**config.mk**
```make
export PLATFORM = sky130hd
export DESIGN_NAME = param_up_down_counter
export DESIGN_NICKNAME = d
export VERILOG_FILES = /design/src/rtl/param_up_down_counter.sv
export SDC_FILE = /design/constraint.sdc
export NUM_CORES = 1
export LEC_CHECK = 0
export BUFFER_PORTS_ARGS = -buffer_cell sky130_fd_sc_hd__clkbuf_2
export CAP_MARGIN = 25
export CORE_ASPECT_RATIO = 0.75
export CORE_MARGIN = 5
export CORE_UTILIZATION = 25
export DETAILED_ROUTE_END_ITERATION = 8
export PLACE_DENSITY = 0.51
export SYNTH_ARGS = -nofsm -noshare
export SYNTH_HDL_FRONTEND = slang
export SYNTH_SLANG_ARGS = --single-unit
```
**constraint.sdc**
```tcl
create_clock -name clk -period 3 [get_ports clk]
set_input_delay 0.3 -clock clk [delete_from_list [all_inputs] [get_ports clk]]
set_output_delay 0.3 -clock clk [all_outputs]
set_load 0.05 [all_outputs]
```
**src/rtl/param_up_down_counter.sv**
```systemverilog
// param_up_down_counter
//   Parametrised up/down counter with parallel load, run-time inclusive upper
//   limit, wrap or saturate behaviour at the bounds, a combinational
//   terminal-count strobe and sticky overflow/underflow flags.
//   Optional feature macro: UDC_PRESCALE_EN. When defined, an internal
//   prescaler divides enabled cycles by PRESCALE before each count step.
//   Priority per clock edge: reset > load > step > hold.
module param_up_down_counter #(
    parameter int WIDTH    = 8,
    parameter int PRESCALE = 4
) (
    input  logic             clk,
    input  logic             reset,
    input  logic             load,
    input  logic [WIDTH-1:0] Data_in,
    input  logic             counter_on,
    input  logic             count_up,
    input  logic             sat_mode,
    input  logic [WIDTH-1:0] limit,
    input  logic             clr_flags,
    output logic [WIDTH-1:0] Count,
    output logic             tc,
    output logic             ovf,
    output logic             udf
);

    // Elaboration-time sanity checks on the parameters.
    if (WIDTH < 2) begin : g_width_check
        $error("param_up_down_counter: WIDTH must be >= 2");
    end
    if (PRESCALE < 2) begin : g_prescale_check
        $error("param_up_down_counter: PRESCALE must be >= 2");
    end

    logic [WIDTH-1:0] count_q, count_d;
    logic             ovf_q, ovf_d;
    logic             udf_q, udf_d;
    logic             step;
    logic             ovf_evt;
    logic             udf_evt;

`ifdef UDC_PRESCALE_EN
    localparam int             PS_W    = (PRESCALE > 1) ? $clog2(PRESCALE) : 1;
    localparam logic [PS_W-1:0] PS_LAST = PS_W'(PRESCALE - 1);

    logic [PS_W-1:0] ps_q, ps_d;

    // Prescaler phase: advances on enabled cycles, wraps after the last phase, cleared by load.
    always_comb begin
        ps_d = ps_q;
        if (load) begin
            ps_d = '0;
        end else if (counter_on) begin
            ps_d = (ps_q == PS_LAST) ? '0 : ps_q + PS_W'(1);
        end
    end

    // Prescaler phase register; holds while counter_on is low so the phase is never lost.
    always_ff @(posedge clk) begin
        if (reset) begin
            ps_q <= '0;
        end else begin
            ps_q <= ps_d;
        end
    end

    // A count step happens only on the enabled cycle that completes a prescale period.
    always_comb begin
        step = counter_on & ~load & (ps_q == PS_LAST);
    end
`else
    // Without the prescaler every enabled, non-load cycle is a count step.
    always_comb begin
        step = counter_on & ~load;
    end
`endif

    // Next count: clamped load, otherwise an up/down step with wrap or saturate at the bounds.
    always_comb begin
        count_d = count_q;
        ovf_evt = 1'b0;
        udf_evt = 1'b0;
        if (load) begin
            count_d = (Data_in > limit) ? limit : Data_in;
        end else if (step) begin
            if (count_up) begin
                // At or above the limit (limit may have been lowered while idle) is an overflow.
                if (count_q >= limit) begin
                    count_d = sat_mode ? limit : '0;
                    ovf_evt = 1'b1;
                end else begin
                    count_d = count_q + WIDTH'(1);
                end
            end else begin
                // Above the limit pulls back to the limit without flagging; zero is an underflow.
                if (count_q > limit) begin
                    count_d = limit;
                end else if (count_q == '0) begin
                    count_d = sat_mode ? '0 : limit;
                    udf_evt = 1'b1;
                end else begin
                    count_d = count_q - WIDTH'(1);
                end
            end
        end
    end

    // Sticky flags: an event in the same cycle as clr_flags keeps the flag set.
    always_comb begin
        ovf_d = (ovf_q & ~clr_flags) | ovf_evt;
        udf_d = (udf_q & ~clr_flags) | udf_evt;
    end

    // Count and flag registers with synchronous reset.
    always_ff @(posedge clk) begin
        if (reset) begin
            count_q <= '0;
            ovf_q   <= 1'b0;
            udf_q   <= 1'b0;
        end else begin
            count_q <= count_d;
            ovf_q   <= ovf_d;
            udf_q   <= udf_d;
        end
    end

    // Terminal count is high in exactly the cycle whose edge wraps or saturates.
    always_comb begin
        tc = step & ((count_up & (count_q >= limit)) | (~count_up & (count_q == '0)));
    end

    assign Count = count_q;
    assign ovf   = ovf_q;
    assign udf   = udf_q;

endmodule

```
Word level (Yosys, flattened, before mapping). Index checks and enable logic that the tools add are counted.

Register bits after elaboration: 10. Input port bits: 23. Output and inout port bits: 11. Logic and storage cells: 40.

Add/subtract/negate cells: 2. Order comparisons: 3. Multiplexer cells: 18. Bitwise gates (word level): 12. Reduce and logical (&&, ||, !) cells: 2.

Operators by type and width (number): 8-bit two-way mux (9); 8-bit > comparator (2); 1-bit two-way mux (9); 8-bit by 1-bit adder with 8-bit output, second input constant (1); 8-bit >= comparator (1); 8-bit zero test (1); 8-bit by 1-bit subtractor with 8-bit output, second input constant (1); 1-bit bitwise AND (6); 1-bit NOT (3); 1-bit bitwise OR (3); 2-bit nonzero test (1).

Longest topological paths before layout. Gate-level depths: netlist (run 1).

Word-level depth: 7. Depth in mapped cells: 9. Mapped depth without buffers: 8.

Worst setup path after synthesis (run 1). No wires, ideal clock.

Path type: flip-flop to output port. From: register count_q[0] (netlist: Count[0]). To: output port tc. Arrival: 2.543 ns. Required time: 2.700 ns. Path slack: 0.157 ns. Stages on the path, launching flop included: 9. Buffers on the path: 1. Cell sequence: dfxtp_1 inv_1 ha_1 nand4_1 a31o_2 buf_2 a21oi_1 a21oi_1 nor2_1.

Cells in the longest elaborated chain, start to end: 4. Elaborated cells on any way between the ends: 6. Those cells by class: order compare (1); bitwise (4); reduce/logical (1).

RTL lines: from (decl) (RTL line 35) `logic [WIDTH-1:0] count_q, count_d;`; from (signal assigned) (RTL line 121) `count_q <= count_d;`; 8-bit >= comparator or 8-bit zero test (tied branches) (RTL line 129) `tc = step & ((count_up & (count_q >= limit)) | (~count_up & (count_q == '0)));`; 1-bit bitwise AND (RTL line 129); 1-bit bitwise OR (*) (RTL line 129); 1-bit bitwise AND (*) (RTL line 129); to (decl) (RTL line 22) `output logic tc,`.

Mark *: on every way between the ends. The rest lies on a longest branch, timed or not.

Final worst setup path (run 1).
From: register count_q[1] (netlist: Count[1]). To: output port tc.

The elaborated chain is that of the path after synthesis.

==> results of run 1 <==
==> routing by layer <==
| layer | vias to the layer above | share of wire (%) |
|---|---|---|
| li1 | 810 | - |
| met1 | 739 | 53 |
| met2 | 62 | 39 |
| met3 | 8 | 6.9 |
| met4 | 0 | 1.6 |
| met5 | - | 0 |
==> sequential cells by signal (all words and copies together) (netlist names) <==
name / cells
Count: 8
ovf: 1
udf: 1
==> report_power, final <==
group	switching [uW]	internal, uW
Clock	62.6	116
Combinational	243	149
Sequential	20.2	146
==> through the flow <==
stage               instance area (um^2)  hold slack [ns]  cells
floorplan                           1520            0.479    202
global placement                    1750            0.445    305
detailed placement                  1750            0.455    305
CTS                                 1810            0.332    309
global route                        1810            0.343    309
finish                              1810            0.333    309
==> synth_stat cells (3+ instances only) <==
| library cell | count | area share [%] |
|---|---|---|
| a211oi_1 | 3 | 1.5 |
| a21oi_1 | 16 | 5.3 |
| xor2_1 | 3 | 1.7 |
| o21ai_0 | 4 | 1.3 |
| mux2i_1 | 8 | 5.3 |
| o211ai_1 | 4 | 2.0 |
| inv_1 | 16 | 3.9 |
| nand2_1 | 15 | 3.7 |
| o32ai_1 | 7 | 4.0 |
| xnor2_1 | 8 | 4.6 |
| a221oi_1 | 8 | 4.6 |
| clkbuf_1 | 6 | 1.5 |
| dfxtp_1 | 10 | 13 |
| buf_2 | 3 | 0.99 |
| nor2b_1 | 4 | 1.6 |
| nand4_1 | 8 | 3.3 |
| buf_4 | 4 | 2.0 |
| ha_1 | 19 | 16 |
| nand2b_1 | 8 | 3.3 |
| or2_2 | 3 | 1.2 |
| nand3_1 | 4 | 1.3 |
| nor2_1 | 14 | 3.5 |
==> worst max path at each step <==
stage	endpoint	startpoint	cells after the start
2_1_floorplan	tc	Count[0]	8
3_3_place_gp	Count[4]	limit[7]	9
3_5_place_dp	Count[4]	Count[5]	7
4_1_cts	tc	Count[0]	8
5_1_grt	tc	Count[0]	8
6_report	tc	Count[1]	8
==> area by class of cell <==
cell class | count | area [um^2]
well taps | 78 | 97.6
multi-input cells | 163 | 1190
repair buffers | 38 | 203
fillers | 641 | 4050
inverters | 16 | 60.1
clock buffers | 4 | 55.1
flip-flops and latches | 10 | 200
==> worst max-delay path: stages, from the launching register on <==
cell,delay [ns]
dfxtp_1,0.52
ha_1,0.31
nor2b_1,0.13
o211ai_1,0.20
a31o_2,0.34
a21oi_1,0.10
a21oi_1,0.12
nor2_1,0.06
clkbuf_2,0.24
==> kinds of logic after synthesis <==
kind of cell / after synthesis / share of synthesized area (%)
simple gates: 68 / 23.8
xor+xnor: 11 / 6.33
fa+ha+maj: 19 / 15.6
mux: 8 / 5.26
compound gates: 57 / 27.5
flops: 10 / 13.2
buf+inv: 29 / 8.39
==> results.json, run 1 <==
{
  "status": "complete, no violations",
  "seq_area_frac_synth_pct": 13.2,
  "cp_max_fo": 12,
  "drc": 0,
  "port_buffers": 33,
  "die_x_um": 100,
  "cts_max_level": 1,
  "clock_sinks": 10,
  "fin_util_pct": 30.9,
  "finish.net_count": 274,
  "clockBufferDepth": 2,
  "synth_ff_type": "dfxtp_1",
  "cp-end-kind": "primary output",
  "setup_violations": 0,
  "cts.repair.resized": 0,
  "layout_common_cells": "33 x clkbuf_2, 19 x ha_1, 16 x inv_1, 16 x a21oi_1, 15 x nand2_1",
  "clk_latency_ns": 0.25,
  "dp_slack_ns": 0.555,
  "drv_cap": 0,
  "antenna_found_initial": 0,
  "grt_overflow": 0,
  "rsz0062_at_grt": "no",
  "tightest_slew_ns": 0.499,
  "synth-seq-cells": 10,
  "yosysUniqueCellTypes": 43,
  "drt-initial-drc-count": 99,
  "synthArstFlopShare_pct": 0,
  "p_total_uw": 737,
  "relSlewSlack_pct": 66.5,
  "yosysWarnings": 0,
  "ios": 34,
  "skew_ns": 0.0111,
  "syn-num-nets": 244,
  "cts_inserted_buffers": 3,
  "grt-busiest-layer": "met1",
  "hp-start": "clr_flags",
  "syn_avg_cell_area_um2": 7.53,
  "setup_slack_ns": 0.439,
  "syn_area_mm2": 0.00152,
  "powerDensity_mw_per_mm2": 407,
  "use_met2_pct": 17.0,
  "start_util_pct": 26.0,
  "wirelength_mm": 4.96,
  "dp_hpwl_mm": 4.00,
  "final_max_slew_viol_count": 0,
  "postCtsSetupBuffers": 0,
  "synth_cells": 202,
  "max_freq_ghz": 0.391,
  "grt_pass1_vias": 1487,
  "cp_data_arrival_time_ns": 2.26,
  "tritoncts": "yes",
  "met1_usage_pct": 20.0,
  "power_leakage_uw": 0.000801,
  "core_area_mm2": 0.00586,
  "final.setup.tns_ns": 0,
  "die_area_mm2": 0.00776,
  "grt_pass1_wl_mm": 8.02,
  "min_period_ns": 2.56,
  "fp-row-count": 24,
  "dr_total_vias": 1619,
  "grtUsageMet3_pct": 4.12,
  "post-route-period-util_pct": 85.4,
  "cp-start-kind": "flop",
  "track_usage_pct": 12.8,
  "postCtsHoldBufs": 0,
  "r2r_end": "Count[4]",
  "synth_edf_count": 0,
  "grt_max_degree": 26,
  "syn_to_final_growth_pct": 18.9,
  "final_common_cell": "clkbuf_2",
  "viasPerCell": 5.24,
  "clk_pin_slew_ns": 0.06,
  "dieHeight_um": 77.6,
  "regToRegSetupSlack_ns": 0.49,
  "antenna_cells": 0,
  "detailedRoute.firstPassIterationCount": 5,
  "antenna_left": 0,
  "place.gp.congestion": 0.816,
  "crit_type": "flop to primary output",
  "wl_per_cell_um": 16.1,
  "rr_startpoint": "Count[5]",
  "worstRegToRegCells": 7,
  "drive_gt1_share_pct": 22.1,
  "cp.required_ns": 2.70,
  "min_delay_path_depth": 4,
  "hp-class": "input pin to flop",
  "hold_viol": 0,
  "min_to": "ovf",
  "clockRootBuffer": "clkbuf_8",
  "irDropWorstVdd_uv": 153
}
Power figures use the tool's default switching activity.
==> run 2: changes to the inputs <==
--- a/config.mk
+++ b/config.mk
@@ -9,9 +9,9 @@
 export CAP_MARGIN = 25
 export CORE_ASPECT_RATIO = 0.75
 export CORE_MARGIN = 5
-export CORE_UTILIZATION = 25
+export CORE_UTILIZATION = 55
 export DETAILED_ROUTE_END_ITERATION = 8
-export PLACE_DENSITY = 0.51
+export PLACE_DENSITY = 0.89
 export SYNTH_ARGS = -nofsm -noshare
 export SYNTH_HDL_FRONTEND = slang
 export SYNTH_SLANG_ARGS = --single-unit
==> results.json, run 2 (synthesis results as in run 1) <==
{
  "cts_inserted_buffers": 3,
  "die_x_um": 70.7,
  "skew_ns": 0.000920,
  "drv_cap": 0,
  "wl_per_cell_um": 17.3,
  "max_freq_ghz": 0.378,
  "tightest_slew_ns": 0.521,
  "start_util_pct": 58.0,
  "clockBufferDepth": 2,
  "postCtsHoldBufs": 0,
  "hp-class": "input pin to flop",
  "fp-row-count": 16,
  "antenna_found_initial": 0,
  "cp_data_arrival_time_ns": 2.78,
  "placed_area_mm2": 0.00169,
  "antenna_left": 0,
  "track_usage_pct": 23.4,
  "final_common_cell": "clkbuf_2",
  "grt_max_degree": 26,
  "cp_max_fo": 13,
  "layout_common_cells": "33 x clkbuf_2, 19 x ha_1, 16 x inv_1, 16 x a21oi_1, 15 x nand2_1",
  "clockRootBuffer": "clkbuf_8",
  "dieHeight_um": 55.6,
  "cp.required_ns": 3.14,
  "crit_type": "flop to flop",
  "pwr-share-clk_pct": 25.0,
  "min_period_ns": 2.64,
  "place.gp.congestion": 0.953,
  "post-route-period-util_pct": 88.2,
  "p_comb_share_pct": 51.5,
  "power.switching_uw": 326,
  "fin_util_pct": 66.4,
  "grt_pass1_wl_mm": 7.55,
  "largest_reg_flops": 8,
  "drt-initial-drc-count": 175,
  "grt_pass1_vias": 1606,
  "status": "complete, no violations",
  "irDropWorstVdd_uv": 277,
  "rsz0062_at_grt": "no",
  "detailedRoute.firstPassIterationCount": 4,
  "cts.repair.resized": 0,
  "final_max_slew_viol_count": 0,
  "power_leakage_uw": 0.000792,
  "clock_sinks": 10,
  "dr_total_vias": 1689,
  "dp_slack_ns": 0.421,
  "core_area_mm2": 0.00262,
  "seq_power_share_pct": 23.4,
  "tritoncts": "yes",
  "clk_pin_slew_ns": 0.06,
  "cp-end-kind": "flop",
  "finish.net_count": 272,
  "syn_to_final_growth_pct": 14.5,
  "drive_gt1_share_pct": 21.4,
  "hold_viol": 0,
  "powerDensity_mw_per_mm2": 421,
  "hold_ws_ns": 0.333,
  "antenna_cells": 0,
  "clk_latency_ns": 0.25,
  "setup_violations": 0,
  "wirelength_mm": 4.58,
  "cp-start-kind": "flop",
  "viasPerCell": 6.37,
  "final.setup.tns_ns": 0,
  "cts_max_level": 1,
  "setup_slack_ns": 0.355,
  "dp_hpwl_mm": 3.53,
  "netSwitchingFraction_pct": 44.4,
  "internal_power_uw": 408,
  "final_area_mm2": 0.00174,
  "die_area_mm2": 0.00393,
  "grt_overflow": 0,
  "port_buffers": 33,
  "ios": 34,
  "postCtsSetupBuffers": 0,
  "drc": 0,
  "relSlewSlack_pct": 65.0
}
run 2: changes by cell type in the layout (fill, tap and decap cells not counted), sizes merged:
cell | previous run | this run
buf | 5 | 3
run 2: power groups by stage:
stage / sequential, uW / combinational, uW / clock [uW]
floorplan: 210 / 244 / 0
global placement: 172 / 360 / 0
detailed placement: 175 / 368 / 0
CTS: 171 / 372 / 183
global route: 174 / 410 / 190
finish: 172 / 378 / 184
run 2: metrics by stage:
| stage | instances | power, uW |
|---|---|---|
| after detailed placement | 261 | 543 |
| after global routing | 265 | 774 |
| final | 265 | 734 |
| after CTS | 265 | 727 |
| after global placement | 261 | 532 |
| after floorplan | 202 | 454 |
run 2: cell type report:
cell class / instances / area (um^2)
clock buffer: 4 / 55.1
fill: 255 / 881
inverter: 16 / 60.1
multi-input combinational: 163 / 1190
sequential: 10 / 200
tap: 36 / 45.0
timing repair buffer: 36 / 188
run 2: metal layers:
metal | part of all wire [%] | vias up | global-route usage [%]
met1 | 44 | 773 | 30.9
met3 | 9.1 | 17 | 4.53
met4 | 2.3 | 0 | 6.70
met5 | 0 | - | 0
met2 | 45 | 92 | 38.3
li1 | - | 807 | -
run 2: critical path, stage by stage (launching register included):
cell and delay [ns]:
dfxtp_1 0.52, ha_1 0.32, a21oi_1 0.15, o21a_1 0.38, nor2_1 0.17, a211o_4 0.39, a221o_1 0.35, a32o_1 0.24
run 2: worst paths after layout:
kind | from | endpoint | slack, ns | cells after the start
max | Count[5] | Count[4] | 0.36 | 7
min | clr_flags | ovf | 0.33 | 4
max reg2reg | Count[5] | Count[4] | 0.36 | 7
min reg2reg | ovf | ovf | 0.46 | 2
==> run 3: changes to the inputs <==
--- a/config.mk
+++ b/config.mk
@@ -7,7 +7,7 @@
 export LEC_CHECK = 0
 export BUFFER_PORTS_ARGS = -buffer_cell sky130_fd_sc_hd__clkbuf_2
 export CAP_MARGIN = 25
-export CORE_ASPECT_RATIO = 0.75
+export CORE_ASPECT_RATIO = 1.75
 export CORE_MARGIN = 5
 export CORE_UTILIZATION = 55
 export DETAILED_ROUTE_END_ITERATION = 8
==> results.json, run 3 (synthesis results as in run 1) <==
{
  "cp_max_fo": 13,
  "cp_data_arrival_time_ns": 2.75,
  "layout_common_cells": "33 x clkbuf_2, 19 x ha_1, 16 x inv_1, 16 x a21oi_1, 15 x nand2_1",
  "finish.net_count": 275,
  "min_to": "ovf",
  "post-route-period-util_pct": 86.9,
  "skew_ns": 0.00747,
  "place.gp.congestion": 0.928,
  "dr_total_vias": 1718,
  "fin_util_pct": 65.2,
  "netSwitchingFraction_pct": 44.1,
  "antenna_found_initial": 0,
  "tritoncts": "yes",
  "cts.repair.resized": 0,
  "detailedRoute.firstPassIterationCount": 5,
  "cpPeakStageDelay_ns": 0.46,
  "wirelength_mm": 4.77,
  "postCtsHoldBufs": 0,
  "internal_power_uw": 413,
  "hp-start": "clr_flags",
  "max_freq_ghz": 0.384,
  "final_common_cell": "clkbuf_2",
  "drv_cap": 0,
  "tightest_slew_ns": 0.574,
  "cp.required_ns": 3.14,
  "grt_pass1_vias": 1654,
  "fp-row-count": 25,
  "r2r_end": "Count[4]",
  "hp-class": "input pin to flop",
  "clk_pin_slew_ns": 0.06,
  "cts_max_level": 1,
  "cp-start-kind": "flop",
  "regArea_um2": 200,
  "relSlewSlack_pct": 61.6,
  "drc": 0,
  "clockBufferDepth": 2,
  "power.switching_uw": 325,
  "grt_pass1_wl_mm": 7.66,
  "drive_gt1_share_pct": 22.4,
  "p_comb_share_pct": 54.0,
  "min_delay_path_depth": 4,
  "power_leakage_uw": 0.000807,
  "seq_power_share_pct": 21.7,
  "hold_viol": 0,
  "clk_latency_ns": 0.25,
  "crit_chain": "ha_1, a21oi_1, o21a_1, nor2_1, a211o_4, a221o_1, a32o_1",
  "syn_to_final_growth_pct": 15.2,
  "port_buffers": 33,
  "grt_max_degree": 26,
  "die_area_mm2": 0.00396,
  "largest_reg_flops": 8,
  "postCtsSetupBuffers": 0,
  "drt-initial-drc-count": 84,
  "final_max_slew_viol_count": 0,
  "final.setup.tns_ns": 0,
  "cp-end-kind": "flop",
  "clockRootBuffer": "clkbuf_8",
  "multi_input_area_mm2": 0.00119,
  "stdcell_count": 259,
  "slowest_stage": "dfxtp_1",
  "grt_overflow": 0,
  "clock_sinks": 10,
  "cts_inserted_buffers": 3,
  "antenna_cells": 0,
  "hold_ws_ns": 0.325,
  "min_period_ns": 2.61,
  "cp_top_family": "compound AO/OA/AOI/OAI gates",
  "antenna_left": 0,
  "dp.cells": 255,
  "die_x_um": 49.8,
  "track_usage_pct": 24.5,
  "ios": 34,
  "viasPerCell": 6.63,
  "irDropWorstVdd_uv": 306,
  "worstRegToRegCells": 7,
  "powerDensity_mw_per_mm2": 421,
  "pwr-share-clk_pct": 24.2,
  "fillers": 238,
  "crit_type": "flop to flop",
  "timing.critical_path.buf_inv": 0,
  "setup_violations": 0,
  "dp_hpwl_mm": 3.55,
  "wl_per_cell_um": 18.4,
  "core_area_mm2": 0.00269,
  "dieHeight_um": 79.6,
  "start_util_pct": 56.6,
  "status": "complete, no violations",
  "regToRegSetupSlack_ns": 0.39,
  "rr_startpoint": "Count[7]",
  "rsz0062_at_grt": "no"
}
## run 3: how the worst max path moves through the flow
stage	start	endpoint	slack, ns	cells after the start
finish	Count[7]	Count[4]	0.39	7
global placement	limit[7]	Count[4]	0.48	9
detailed placement	limit[7]	Count[4]	0.40	9
floorplan	Count[0]	tc	0.16	8
global route	Count[7]	Count[4]	0.23	7
CTS	Count[7]	Count[4]	0.44	7
## run 3: cell type report
cell class                 count  share of cell area [%]
inverter                      16                    3.43
sequential                    10                    11.4
clock buffer                   4                    3.14
tap                           27                    1.93
multi-input combinational    163                    68.1
timing repair buffer          39                    12.0
## run 3: through the flow
| step | power [uW] | area (um^2) | setup WS, ns |
|---|---|---|---|
| after floorplan | 454 | 1520 | 0.157 |
| after detailed placement | 549 | 1700 | 0.397 |
| after CTS | 731 | 1750 | 0.442 |
| final | 738 | 1750 | 0.394 |
| after global placement | 543 | 1700 | 0.479 |
| after global routing | 778 | 1750 | 0.228 |
## run 3: layer usage
metal  vias to the layer above  part of all wire (%)  GRT usage (%)
met5                         -                     0              0
met4                         0                   6.5           15.2
met3                        34                   6.7           3.74
met2                        98                    51           43.8
met1                       777                    35           25.7
li1                        809                     -              -
## run 3: power by group through the flow
stage / Clock, uW / Sequential, uW / Combinational [uW]
floorplan: 0 / 210 / 244
CTS: 180 / 160 / 391
detailed placement: 0 / 162 / 387
global placement: 0 / 162 / 381
global route: 188 / 162 / 428
finish: 179 / 160 / 399
## run 3: worst register-to-register path, stage by stage (launching register included)
cell	delay [ns]
dfxtp_1	0.46
ha_1	0.31
a21oi_1	0.16
o21a_1	0.40
nor2_1	0.17
a211o_4	0.39
a221o_1	0.37
a32o_1	0.24
